<file path="src/rtl/ir_pkg.sv">
// Shared IR link definitions: decoder FSM states, carrier timing defaults,
// per-car pulse-count table (shared with the transmitter) and command bit indices.
package ir_pkg;

    typedef enum logic [2:0] {
        ST_IDLE,
        ST_CARSEL,
        ST_BIT_R,
        ST_BIT_L,
        ST_BIT_B,
        ST_BIT_F
    } ir_state_e;

    // 50 MHz system clock, 36 kHz carrier
    localparam int unsigned DEF_CLK_PER_CARRIER  = 1389;
    localparam int unsigned DEF_BURST_END_CLKS   = 2 * DEF_CLK_PER_CARRIER;
    localparam int unsigned DEF_GAP_TIMEOUT_CLKS = 60 * DEF_CLK_PER_CARRIER;

    localparam int unsigned COUNT_W = 8;
    localparam int unsigned CMD_W   = 4;

    localparam int unsigned CMD_FWD = 3;
    localparam int unsigned CMD_BWD = 2;
    localparam int unsigned CMD_LFT = 1;
    localparam int unsigned CMD_RGT = 0;

    typedef enum logic [1:0] {
        CAR_RED,
        CAR_GREEN,
        CAR_BLUE,
        CAR_YELLOW
    } car_e;

    typedef struct packed {
        logic [COUNT_W-1:0] start_cnt;
        logic [COUNT_W-1:0] carsel_cnt;
        logic [COUNT_W-1:0] gap_cnt;
        logic [COUNT_W-1:0] assert_cnt;
        logic [COUNT_W-1:0] deassert_cnt;
    } car_pulses_t;

    // Burst lengths (in carrier periods) the transmitter uses for each car
    function automatic car_pulses_t car_pulses(input car_e car);
        car_pulses_t p;
        p.start_cnt    = 8'd191;
        p.gap_cnt      = 8'd25;
        p.assert_cnt   = 8'd47;
        p.deassert_cnt = 8'd22;
        case (car)
            CAR_RED:    p.carsel_cnt = 8'd38;
            CAR_GREEN:  p.carsel_cnt = 8'd47;
            CAR_BLUE:   p.carsel_cnt = 8'd54;
            default:    p.carsel_cnt = 8'd60;
        endcase
        return p;
    endfunction

endpackage

</file>
<file path="src/rtl/ir_burst_detector.sv">
// Recovers carrier bursts from the raw IR input: synchroniser, edge detect,
// saturating pulse counter, burst-end detection and post-burst gap timer.
module ir_burst_detector
    import ir_pkg::*;
#(
    parameter int unsigned BURST_END_CLKS   = DEF_BURST_END_CLKS,
    parameter int unsigned GAP_TIMEOUT_CLKS = DEF_GAP_TIMEOUT_CLKS
) (
    input  logic               clk,
    input  logic               rst_n,
    input  logic               ir_in,
    output logic               burst_done,
    output logic [COUNT_W-1:0] burst_count,
    output logic               gap_timeout
);

    localparam int unsigned IDLE_W = $clog2(BURST_END_CLKS + 1);
    localparam int unsigned GAP_W  = $clog2(GAP_TIMEOUT_CLKS + 1);

    logic               ir_meta;
    logic               ir_sync;
    logic               ir_prev;
    logic               rise_c;
    logic               in_burst;
    logic [COUNT_W-1:0] pulse_cnt;
    logic [IDLE_W-1:0]  idle_cnt;
    logic               gap_run;
    logic [GAP_W-1:0]   gap_cnt;

    assign rise_c = ir_sync & ~ir_prev;

    // idle_cnt holds clocks elapsed since the edge pulse, so it restarts at 1
    // when the edge is consumed; this keeps decode latency at BURST_END_CLKS+4.
    always_ff @(posedge clk or negedge rst_n) begin
        if (!rst_n) begin
            ir_meta     <= 1'b0;
            ir_sync     <= 1'b0;
            ir_prev     <= 1'b0;
            in_burst    <= 1'b0;
            pulse_cnt   <= '0;
            idle_cnt    <= '0;
            gap_run     <= 1'b0;
            gap_cnt     <= '0;
            burst_done  <= 1'b0;
            burst_count <= '0;
            gap_timeout <= 1'b0;
        end else begin
            ir_meta     <= ir_in;
            ir_sync     <= ir_meta;
            ir_prev     <= ir_sync;
            burst_done  <= 1'b0;
            gap_timeout <= 1'b0;
            if (rise_c) begin
                in_burst <= 1'b1;
                idle_cnt <= IDLE_W'(1);
                gap_run  <= 1'b0;
                gap_cnt  <= '0;
                if (!in_burst) begin
                    pulse_cnt <= COUNT_W'(1);
                end else if (pulse_cnt != {COUNT_W{1'b1}}) begin
                    pulse_cnt <= pulse_cnt + COUNT_W'(1);
                end
            end else if (in_burst) begin
                idle_cnt <= idle_cnt + IDLE_W'(1);
                if (idle_cnt == IDLE_W'(BURST_END_CLKS - 1)) begin
                    burst_done  <= 1'b1;
                    burst_count <= pulse_cnt;
                    in_burst    <= 1'b0;
                    gap_run     <= 1'b1;
                    gap_cnt     <= '0;
                end
            end else if (gap_run) begin
                gap_cnt <= gap_cnt + GAP_W'(1);
                if (gap_cnt == GAP_W'(GAP_TIMEOUT_CLKS - 1)) begin
                    gap_timeout <= 1'b1;
                    gap_run     <= 1'b0;
                end
            end
        end
    end

endmodule

</file>
<file path="src/rtl/ir_packet_decoder.sv">
// Decodes an IR burst packet (Start, CarSelect, R, L, B, F) into a 4-bit
// command, flagging malformed or aborted packets.
module ir_packet_decoder
    import ir_pkg::*;
#(
    parameter int unsigned BURST_END_CLKS   = DEF_BURST_END_CLKS,
    parameter int unsigned GAP_TIMEOUT_CLKS = DEF_GAP_TIMEOUT_CLKS,
    parameter int unsigned START_MIN        = 150,
    parameter int unsigned CARSEL_MIN       = 35,
    parameter int unsigned CARSEL_MAX       = 60,
    parameter int unsigned BIT_MIN          = 15,
    parameter int unsigned BIT_MAX          = 60,
    parameter int unsigned ASSERT_MIN       = 35
) (
    input  logic             clk,
    input  logic             rst_n,
    input  logic             ir_in,
    output logic [CMD_W-1:0] cmd,
    output logic             cmd_valid,
    output logic             pkt_error,
    output logic             busy
);

    localparam logic [COUNT_W-1:0] START_MIN_V  = COUNT_W'(START_MIN);
    localparam logic [COUNT_W-1:0] CARSEL_MIN_V = COUNT_W'(CARSEL_MIN);
    localparam logic [COUNT_W-1:0] CARSEL_MAX_V = COUNT_W'(CARSEL_MAX);
    localparam logic [COUNT_W-1:0] BIT_MIN_V    = COUNT_W'(BIT_MIN);
    localparam logic [COUNT_W-1:0] BIT_MAX_V    = COUNT_W'(BIT_MAX);
    localparam logic [COUNT_W-1:0] ASSERT_MIN_V = COUNT_W'(ASSERT_MIN);

    logic               burst_done;
    logic [COUNT_W-1:0] burst_count;
    logic               gap_timeout;

    ir_burst_detector #(
        .BURST_END_CLKS  (BURST_END_CLKS),
        .GAP_TIMEOUT_CLKS(GAP_TIMEOUT_CLKS)
    ) u_burst_detector (
        .clk        (clk),
        .rst_n      (rst_n),
        .ir_in      (ir_in),
        .burst_done (burst_done),
        .burst_count(burst_count),
        .gap_timeout(gap_timeout)
    );

    ir_state_e        state_q, state_d;
    logic [CMD_W-1:0] shadow_q, shadow_d;
    logic             commit_q, commit_d;
    logic [CMD_W-1:0] cmd_d;
    logic             cmd_valid_d;
    logic             pkt_error_d;
    logic             busy_d;
    logic             abort_c;
    logic             is_start_c;
    logic             carsel_ok_c;
    logic             bit_ok_c;
    logic             bit_val_c;

    assign is_start_c  = burst_count >= START_MIN_V;
    assign carsel_ok_c = (burst_count >= CARSEL_MIN_V) && (burst_count <= CARSEL_MAX_V);
    assign bit_ok_c    = (burst_count >= BIT_MIN_V) && (burst_count <= BIT_MAX_V);
    assign bit_val_c   = burst_count >= ASSERT_MIN_V;

    always_ff @(posedge clk or negedge rst_n) begin
        if (!rst_n) begin
            state_q   <= ST_IDLE;
            shadow_q  <= '0;
            commit_q  <= 1'b0;
            cmd       <= '0;
            cmd_valid <= 1'b0;
            pkt_error <= 1'b0;
            busy      <= 1'b0;
        end else begin
            state_q   <= state_d;
            shadow_q  <= shadow_d;
            commit_q  <= commit_d;
            cmd       <= cmd_d;
            cmd_valid <= cmd_valid_d;
            pkt_error <= pkt_error_d;
            busy      <= busy_d;
        end
    end

    // A Start-length burst outside IDLE resyncs to CARSEL instead of aborting.
    always_comb begin
        state_d     = state_q;
        shadow_d    = shadow_q;
        commit_d    = 1'b0;
        cmd_d       = cmd;
        cmd_valid_d = 1'b0;
        pkt_error_d = 1'b0;
        busy_d      = busy;
        abort_c     = 1'b0;

        if (commit_q) begin
            cmd_d       = shadow_q;
            cmd_valid_d = 1'b1;
            busy_d      = 1'b0;
        end

        if (burst_done) begin
            if (state_q == ST_IDLE) begin
                if (is_start_c) begin
                    state_d = ST_CARSEL;
                    busy_d  = 1'b1;
                end
            end else if (is_start_c) begin
                pkt_error_d = 1'b1;
                state_d     = ST_CARSEL;
            end else begin
                case (state_q)
                    ST_CARSEL: begin
                        if (carsel_ok_c) state_d = ST_BIT_R;
                        else             abort_c = 1'b1;
                    end
                    ST_BIT_R: begin
                        if (bit_ok_c) begin
                            shadow_d[CMD_RGT] = bit_val_c;
                            state_d           = ST_BIT_L;
                        end else begin
                            abort_c = 1'b1;
                        end
                    end
                    ST_BIT_L: begin
                        if (bit_ok_c) begin
                            shadow_d[CMD_LFT] = bit_val_c;
                            state_d           = ST_BIT_B;
                        end else begin
                            abort_c = 1'b1;
                        end
                    end
                    ST_BIT_B: begin
                        if (bit_ok_c) begin
                            shadow_d[CMD_BWD] = bit_val_c;
                            state_d           = ST_BIT_F;
                        end else begin
                            abort_c = 1'b1;
                        end
                    end
                    ST_BIT_F: begin
                        if (bit_ok_c) begin
                            shadow_d[CMD_FWD] = bit_val_c;
                            state_d           = ST_IDLE;
                            commit_d          = 1'b1;
                        end else begin
                            abort_c = 1'b1;
                        end
                    end
                    default: ;
                endcase
            end
        end else if (gap_timeout && (state_q != ST_IDLE)) begin
            abort_c = 1'b1;
        end

        if (abort_c) begin
            pkt_error_d = 1'b1;
            state_d     = ST_IDLE;
            busy_d      = 1'b0;
        end
    end

endmodule

</file>
<file path="config.mk">
export PLATFORM = sky130hd
export DESIGN_NAME = ir_packet_decoder
export DESIGN_NICKNAME = d
export VERILOG_FILES = /design/src/rtl/ir_pkg.sv /design/src/rtl/ir_burst_detector.sv /design/src/rtl/ir_packet_decoder.sv
export SDC_FILE = /design/constraint.sdc
export NUM_CORES = 1
export LEC_CHECK = 0
export CAP_MARGIN = 40
export CORE_MARGIN = 2
export CORE_UTILIZATION = 57
export DETAILED_ROUTE_END_ITERATION = 10
export PLACE_DENSITY = 0.84
export SKIP_CTS_REPAIR_TIMING = 1
export SLEW_MARGIN = 40
export SYNTH_ARGS = -nofsm -noshare
export SYNTH_HDL_FRONTEND = slang
export SYNTH_HIERARCHICAL = 1
export SYNTH_SLANG_ARGS = --single-unit
</file>
<file path="constraint.sdc">
create_clock -name clk -period 2.11 [get_ports clk]
set_input_delay 0.422 -clock clk [delete_from_list [all_inputs] [get_ports clk]]
set_output_delay 0.422 -clock clk [all_outputs]
set_load 0.02 [all_outputs]
</file>
# Yosys cells after proc, flatten, opt, wreduce, memory -nomap -nowiden
# Cells that the tools add are included.
# totals
ff_bits	67
input_bits	3
output_inout_bits	7
word_cells	123
# op_classes
n_addsub	3
n_lt_le_gt_ge	4
eq_ne	16
muxes	56
bitwise	5
n_reduce_logical	18
# op_table
op	n
$mux W17	4
$mux W1	36
$mux W3	10
$mux W12	2
$ne A4 B4 Y1 const B	5
$reduce_and A5 Y1	4
$add A17 B1 Y17 const B	1
$eq A17 B17 Y1 const B	1
$mux W8	2
$pmux W3 S5	1
$add A12 B1 Y12 const B	1
$eq A12 B12 Y1 const B	1
$add A8 B1 Y8 const B	1
$ge A8 B4 Y1 const B	1
$ge A8 B6 Y1 const B	1
$ge A8 B8 Y1 const B	1
$le A8 B6 Y1 const B	1
$ne A8 B8 Y1 const B	1
$reduce_and A8 Y1	1
$reduce_bool A7 Y1	1
$eq A3 B2 Y1 const B	2
$eq A3 B3 Y1 const B	2
$reduce_bool A3 Y1	2
$not A1 Y1	4
12 further kinds	16

# Logic depth before layout (Yosys ltp)
# Gate-level depths: netlist of the first run.
# logic_depth
word_depth	9
depth_mapped	7

# Hierarchy
# The synthesis of the first run kept the hierarchy.
# modules_own_cells
mod	n_inst	cells_per_inst	area_each_um2	seq_area_each_um2
ir_burst_detector	1	252	2536.2	1301.2
ir_packet_decoder	1	86	878.3	375.4

# Least setup slack after synthesis of the first run
# Ideal clock, no wire load.
# synth_path
path_type	reg-to-reg
from	register u_burst_detector.idle_cnt[1]
to	register u_burst_detector.burst_count[0]
arrival_ns	1.788
required_ns	1.985
setup_slack_ns	0.198
stages_incl_launch_ff	7
path_buffers	0
cell_sequence	dfrtp_1 -> inv_1 -> ha_1 -> nand4b_1 -> or4_4 -> nor3_4 -> mux2_2
# synth_between
elab_chain_len	2
# synth_lines
item	line	text
from (decl)	ir_burst_detector.sv:26	logic [IDLE_W-1:0] idle_cnt;
from (signal assigned)	ir_burst_detector.sv:64	idle_cnt <= idle_cnt + IDLE_W'(1);
$eq A12 B12 Y1	ir_burst_detector.sv:65	if (idle_cnt == IDLE_W'(BURST_END_CLKS - 1)) begin
$reduce_and A3 Y1 (no source line)	n/a	
to (signal assigned)	ir_burst_detector.sv:67	burst_count <= pulse_cnt;
to (decl)	ir_burst_detector.sv:13	output logic [COUNT_W-1:0] burst_count,
# Every way passes these cells.
# A chain may end at the register's enable or synchronous reset.

# Final worst setup path of the first run
# layout_path
from	register u_burst_detector.idle_cnt[1]
to	register u_burst_detector.burst_count[7]
# Same word-level chain as after synthesis.

==> results by group, run 1 <==
Status
  • Outcome: finished clean

Setup path
  • Top Family by Delay on Critical Path: simple AND/OR/NAND/NOR gates
  • Worst path depth: 7
  • Critical path class: flop to flop
  • Required time of the critical path: 2.34 ns
  • Crit-path slowest cell: or4_4
  • Crit path launch: u_burst_detector/idle_cnt[1]
  • CP max FO: 8
  • Reg2reg end: u_burst_detector/burst_count[7]
  • Buffers and inverters on the worst path: 2
  • R2R setup slack: 0.07 ns
  • Critical path startpoint category: flop
  • CP Capture Type: flop
  • WP data arrival: 2.27 ns
  • Crit path capture: u_burst_detector/burst_count[7]
  • Reg2Reg Launch Point: u_burst_detector/idle_cnt[1]
  • Reg2reg path depth: 7
  • Slowest cell delay on critical path: 0.47 ns
  • Cell Chain, Critical Path: inv_1 > ha_1 > nand4b_1 > or4_4 > nor3_4 > buf_12 > mux2_2

Global route
  • Vias in the first global route: 2578
  • Largest net degree at the start of global routing: 68
  • First-pass GRT wire length: 11.6 mm
  • Antenna violations before repair: 0
  • Total grt overflow: 0
  • Total track usage: 0.230

Logic synthesis
  • Dominant cell by count in the synthesized netlist: dfrtp_1
  • Netlist cell types: 60
  • Mapped Area: 3410 um2
  • Post-synthesis xor/xnor area fraction: 0.0539
  • Yosys top cell area share: 0.491
  • Syn_area_per_cell: 10.1 um2
  • Simple-gate share of the synthesized area: 0.236
  • Compound-Gate Fraction of Synth Area: 0.112
  • Seq/Total Area, Yosys: 0.491
  • Syn nets: 345
  • Syn. warnings: 6
  • Top post-synthesis cells by area: dfrtp_1 (49%), mux2_2 (4.6%), nor2_1 (4.2%)
  • Synth Instances: 338
  • EDFF count, synth: 0
  • Ys async rst share: 1.00
  • #FFs+latches synth: 67
  • Largest family of logic cells by synthesized area: simple AND/OR/NAND/NOR gates
  • Top cells by count, synth: dfrtp_1 (67), nor2_1 (38), nand2_1 (25)
  • Mux contribution to synthesized area: 0.0583
  • Synth Area in Adders: 0.0147
  • Most used flip-flop cell after synthesis: dfrtp_1
  • Dominant cell type by area after synthesis: dfrtp_1

Clocking
  • Clock tree buffer depth: 2
  • Clock slew at reported path FFs: 0.07 ns
  • CTS tree: yes
  • Root buf cell: clkbuf_8
  • H-tree depth: 3
  • Num Clock Sinks: 67
  • Worst skew pair latency: 0.34 ns
  • Num CTS Buffers: 9

Final layout
  • Final std cells w/o fill: 435
  • Synth-to-Final Area Change: 13.7%
  • Fillers: 448
  • Nets: 362
  • # diodes: 0
  • Final core occ: 0.664
  • Ratio of cells with drive above 1 in the final layout: 0.156

STA
  • Slew @ Worst Pin: 0.659 ns
  • TNS Setup: 0 ns
  • Tmin final: 2.04 ns
  • RSZ-0062 raised after global routing: yes
  • Max-Slew Margin vs Limit: 0.557
  • Peak Freq: 490 MHz
  • Slew Viols, Final: 0
  • WHS: 0.0918 ns
  • Max Clock Skew: 0.00426 ns
  • Final hold vios: 0
  • Setup violations, final: 0
  • Final Cycle Share: 0.967

Floorplan
  • Num rows: 28
  • Top Ports: 10
  • Die width: 81.4 um
  • Initial cell density of the core: 0.584
  • DIE AREA: 6630 um2
  • Core box area: 5850 um2
  • Die Y: 81.4 um

Power and ir drop
  • Logic pwr share: 0.089
  • Cell Pwr Density: 762 nW/um2
  • Internal power: 2250 uW
  • Sequential share of power: 0.485
  • Clk network pwr share: 0.426
  • P_sw: 707 uW
  • Leak pwr: 0.00169 uW
  • Sw Share: 0.239
  • VDD IR-drop max: 0.000565 V

Routing
  • Via density: 6.05
  • Remaining DRCs: 0
  • Routed WL: 6.76 mm
  • Routed via count: 2633
  • Post-route ant nets: 0
  • Wire length per cell: 15.5 um
  • DRT iter0 DRCs: 211
  • DRT Pass-1 Iters: 4

Min path
  • Worst Hold Class: input port to asynchronous set/reset pin

Place
  • Placer Congestion: 0.907
  • Port Buf Inserts: 9
  • Placed insts: 418
  • Dpl hpwl: 4.50 mm

Job
  • Max-cap violations: 0
==> worst min-delay path by stage <==
| stage | endpoint | cells past startpoint | slack, ns | startpoint |
|---|---|---|---|---|
| 4_1_cts | u_burst_detector/pulse_cnt[6] | 2 | 0.1 | rst_n |
| 5_1_grt | u_burst_detector/gap_cnt[16] | 2 | 0.11 | rst_n |
| 2_1_floorplan | busy | 0 | 0.13 | rst_n |
| 3_5_place_dp | u_burst_detector/ir_sync | 0 | 0.35 | u_burst_detector/ir_meta |
| 6_report | u_burst_detector/gap_cnt[16] | 2 | 0.09 | rst_n |
| 3_3_place_gp | u_burst_detector/ir_sync | 0 | 0.34 | u_burst_detector/ir_meta |
==> flip-flops by register name (all words and copies together) (netlist names) <==
name	count
u_burst_detector/in_burst	1
commit_q	1
u_burst_detector/pulse_cnt	8
u_burst_detector/ir_sync	1
u_burst_detector/burst_count	8
u_burst_detector/ir_prev	1
u_burst_detector/idle_cnt	12
u_burst_detector/burst_done	1
cmd_valid	1
u_burst_detector/ir_meta	1
state_q	3
busy	1
cmd	4
u_burst_detector/gap_timeout	1
u_burst_detector/gap_run	1
shadow_q	4
pkt_error	1
u_burst_detector/gap_cnt	17
==> per-stage QoR <==
step                      setup slack [ns]  total power [uW]  instance area (um2)
after floorplan                      0.198              1610                 3410
after global placement               0.103              1700                 3620
after detailed placement            0.0595              1720                 3620
after CTS                           0.0414              2990                 3860
after global routing              0.000170              3110                 3880
final                               0.0690              2960                 3880
==> area by class of cell <==
type / count / area (um2) / area share
inverter: 12 / 45.0 / 0.0116
multi-input combinational: 244 / 1620 / 0.417
clock inverter: 3 / 67.6 / 0.0174
sequential: 67 / 1680 / 0.432
clock buffer: 13 / 179 / 0.0461
tap: 75 / 93.8 / 0.0242
timing repair buffer: 21 / 200 / 0.0516
==> worst register-to-register path, stage by stage, from the launching register on <==
cell and delay (ns):
dfrtp_1 0.41, inv_1 0.07, ha_1 0.16, nand4b_1 0.12, or4_4 0.47, nor3_4 0.23, buf_12 0.14, mux2_2 0.33
==> per-layer routing <==
layer	global-route usage	vias up	wire length, um
li1	-	1259	-
met1	0.292	1306	3010
met2	0.369	54	3310
met3	0.0678	14	292
met4	0.0932	0	140
met5	0	-	0
==> power groups by stage <==
stage	clock network [uW]	registers [uW]	logic, uW
5_1_grt	1360	1440	301
4_1_cts	1290	1430	266
3_3_place_gp	0	1450	255
6_report	1260	1430	264
3_5_place_dp	0	1450	263
2_1_floorplan	0	1440	169
==> layout by cell type (no fill, tap or decap), types with 2 or more instances in the layout <==
cell	synthesis	layout
nor2_1	38	38
and4b_1	3	3
nor4_1	9	9
buf_4	1	10
nand3_1	23	23
nor3_1	7	7
clkbuf_8	0	13
bufinv_16	0	2
nor2b_1	2	2
nand4_1	13	13
buf_12	0	2
a21oi_1	10	10
nand2b_1	2	2
and3_1	2	2
nand4b_1	3	3
mux2_2	14	14
a31o_2	2	2
xor2_1	9	9
o31ai_1	3	3
o41ai_1	3	3
clkdlybuf4s50_1	0	8
o21ai_0	17	17
xnor2_1	12	12
or3_1	4	4
inv_1	11	11
a211oi_1	2	2
ha_1	4	4
dfrtp_1	67	67
a31oi_1	4	4
a2bb2oi_1	2	2
mux2i_1	3	3
nand2_1	25	25
==> logic make-up after synthesis <==
| kind of cell | after synthesis |
|---|---|
| xor+xnor | 21 |
| mux | 18 |
| flops | 67 |
| compound gates | 56 |
| fa+ha+maj | 4 |
| simple gates | 145 |
| buf+inv | 27 |
Note: power is estimated with default switching activity, not from simulation.
==> inputs of run 2 (changes only) <==
CTS_BUF_LIST = sky130_fd_sc_hd__clkbuf_2   (was default)
CTS_CLUSTER_DIAMETER = 30   (was default)
==> run 2 against run 1 <==
Register-to-register slack lost 0.04 ns. Critical path type unchanged. Sequential power barely moved. Die area is the same. Critical path depth unchanged. Largest power group unchanged. Combinational power rose by 9.1%. Final cell count increased by 0.69%. Sequential share of layout area increased by 1.1 points.
==> results by group, run 2 (same netlist as run 1, synthesis figures left out) <==
Setup path
  • Top Family by Delay on Critical Path: simple AND/OR/NAND/NOR gates
  • Buffers and inverters on the worst path: 2 (unchanged)
  • CP Capture Type: flop
  • Reg2reg path depth: 7 (unchanged)
  • CP max FO: 8 (unchanged)
  • Required time of the critical path: 2.50 ns (+0.16 ns)
  • Worst path depth: 7 (unchanged)
  • Critical path class: flop to flop
  • WP data arrival: 2.47 ns (+0.20 ns)
  • Slowest cell delay on critical path: 0.47 ns (about the same)
  • Cell Chain, Critical Path: inv_1 > ha_1 > nand4b_1 > or4_4 > nor3_4 > buf_12 > mux2_2
  • Crit-path slowest cell: or4_4
  • Critical path startpoint category: flop
  • Reg2Reg Launch Point: u_burst_detector/idle_cnt[1]
  • Crit path launch: u_burst_detector/idle_cnt[1]

Floorplan
  • Core box area: 5850 um2 (unchanged)
  • Num rows: 28 (unchanged)
  • Die Y: 81.4 um (unchanged)
  • Top Ports: 10 (unchanged)
  • DIE AREA: 6630 um2 (unchanged)
  • Die width: 81.4 um (unchanged)
  • Initial cell density of the core: 0.584 (unchanged)

Power and ir drop
  • Cell Pwr Density: 670 nW/um2 (-12%)
  • Total power: 2540 uW (-14%)
  • VDD IR-drop max: 0.000525 V (-7.2%)
  • Leak pwr: 0.00165 uW (-2.1%)

Final layout
  • Nets: 365 (+0.83%)
  • Most frequent cells in the layout: dfrtp_1 (67), nor2_1 (38), nand2_1 (25)
  • Top flop regs: u_burst_detector/gap_cnt: 17 flops, u_burst_detector/idle_cnt: 12 flops
  • Final std cells w/o fill: 438 (+0.69%)
  • Ratio of cells with drive above 1 in the final layout: 0.149 (-0.00680)
  • Design area: 3790 um2 (-2.4%)
  • Synth-to-Final Area Change: 11.0%
  • Most flops, register: u_burst_detector/gap_cnt
  • # diodes: 0 (unchanged)
  • Max reg flops: 17 (unchanged)
  • Most common cell after layout, fill and taps aside: dfrtp_1

STA
  • Slew @ Worst Pin: 0.649 ns (-0.0103 ns)
  • Max-Slew Margin vs Limit: 0.567 (+0.00998)
  • Peak Freq: 481 MHz (-1.8%)
  • Slew Viols, Final: 0 (unchanged)
  • Setup violations, final: 0 (unchanged)
  • Final hold vios: 0 (unchanged)
  • PnR worst setup slack: 0.0306 ns (-0.0384 ns)
  • RSZ-0062 raised after global routing: yes
  • Tmin final: 2.08 ns (+0.0384 ns)
  • TNS Setup: 0 ns (unchanged)
  • Final Cycle Share: 0.986 (+0.0182)
  • Max Clock Skew: 0.0153 ns (+0.0110 ns)

Clocking
  • Num CTS Buffers: 9 (unchanged)
  • CTS tree: yes
  • Root buf cell: clkbuf_2
  • Clock tree buffer depth: 2 (unchanged)
  • Worst skew pair latency: 0.49 ns (+0.15 ns)
  • Num Clock Sinks: 67 (unchanged)
  • Clock slew at reported path FFs: 0.18 ns (+0.11 ns)
  • H-tree depth: 3 (unchanged)

Routing
  • Wire length per cell: 15.3 um (-1.7%)
  • Via density: 6.06 (about the same)
  • DRT Pass-1 Iters: 4 (unchanged)
  • DRT iter0 DRCs: 164 (-22%)
  • Routed via count: 2653 (+0.76%)
  • Post-route ant nets: 0 (unchanged)
  • Routed WL: 6.69 mm (-0.99%)
  • Remaining DRCs: 0 (unchanged)

Global route
  • Vias in the first global route: 2550 (-1.1%)
  • Total grt overflow: 0 (unchanged)
  • First-pass GRT wire length: 11.5 mm (-0.83%)
  • Largest net degree at the start of global routing: 68 (unchanged)
  • Antenna violations before repair: 0 (unchanged)
  • Total track usage: 0.228 (-0.00198)

Place
  • Placed insts: 418 (unchanged)
  • Dpl cell area: 3620 um2 (unchanged)
  • Port Buf Inserts: 9 (unchanged)
  • Dpl hpwl: 4.50 mm (unchanged)
  • Pre-CTS setup slack: 0.0595 ns (unchanged)
  • Placer Congestion: 0.907 (unchanged)

Status
  • Outcome: finished clean

Min path
  • Hold path depth: 1
  • Worst Hold Class: input port to flop
  • Hold path start: ir_in

Job
  • Max-cap violations: 0 (unchanged)
run 2: changes by cell type in the layout (fill, tap and decap cells not counted), sizes merged:
cell / delta
dlygate4sd3: +1
buf: +2
clkinv: +4
clkbuf: -4
run 2: per-layer routing:
metal / up-vias / wire length, um / track usage
met5: - / 0 / 0
met1: 1310 / 3050 / 0.290
li1: 1273 / - / -
met2: 55 / 3250 / 0.368
met4: 0 / 138 / 0.0831
met3: 15 / 244 / 0.0700
run 2: per-stage QoR:
stage	utilization	hold slack, ns
after global routing	0.648	0.299
after CTS	0.640	-0.100
final	0.648	0.349
after floorplan	-	0.126
after global placement	0.618	0.345
after detailed placement	0.618	0.352
run 2: layout make-up:
| cell class | count | area [um2] |
|---|---|---|
| Fill cell | 469 | 2060 |
| Sequential cell | 67 | 1680 |
| Multi-Input combinational cell | 244 | 1620 |
| Timing Repair Buffer | 24 | 225 |
| Tap cell | 75 | 93.8 |
| Clock inverter | 7 | 82.6 |
| Clock buffer | 9 | 45.0 |
| Inverter | 12 | 45.0 |
run 2: report_power, final:
| group | total (uW) | internal, uW | switching (uW) |
|---|---|---|---|
| logic | 288 | 121 | 166 |
| clock network | 817 | 377 | 440 |
| registers | 1430 | 1350 | 81.4 |
run 2: final timing paths:
kind	to	slack (ns)
worst min register to register	u_burst_detector/ir_sync	0.40
max in group asynchronous	u_burst_detector/idle_cnt[3]	1.39
min in group asynchronous	u_burst_detector/gap_cnt[14]	0.45
worst min-delay path	u_burst_detector/ir_meta	0.35
worst max register to register	u_burst_detector/burst_count[6]	0.03
worst max-delay path	u_burst_detector/burst_count[6]	0.03
==> inputs of run 3 (changes only) <==
HOLD_SLACK_MARGIN = 0.12   (was default)
==> results of run 3 <==
No change in the layout: final DEF, timing and power equal those of run 2.
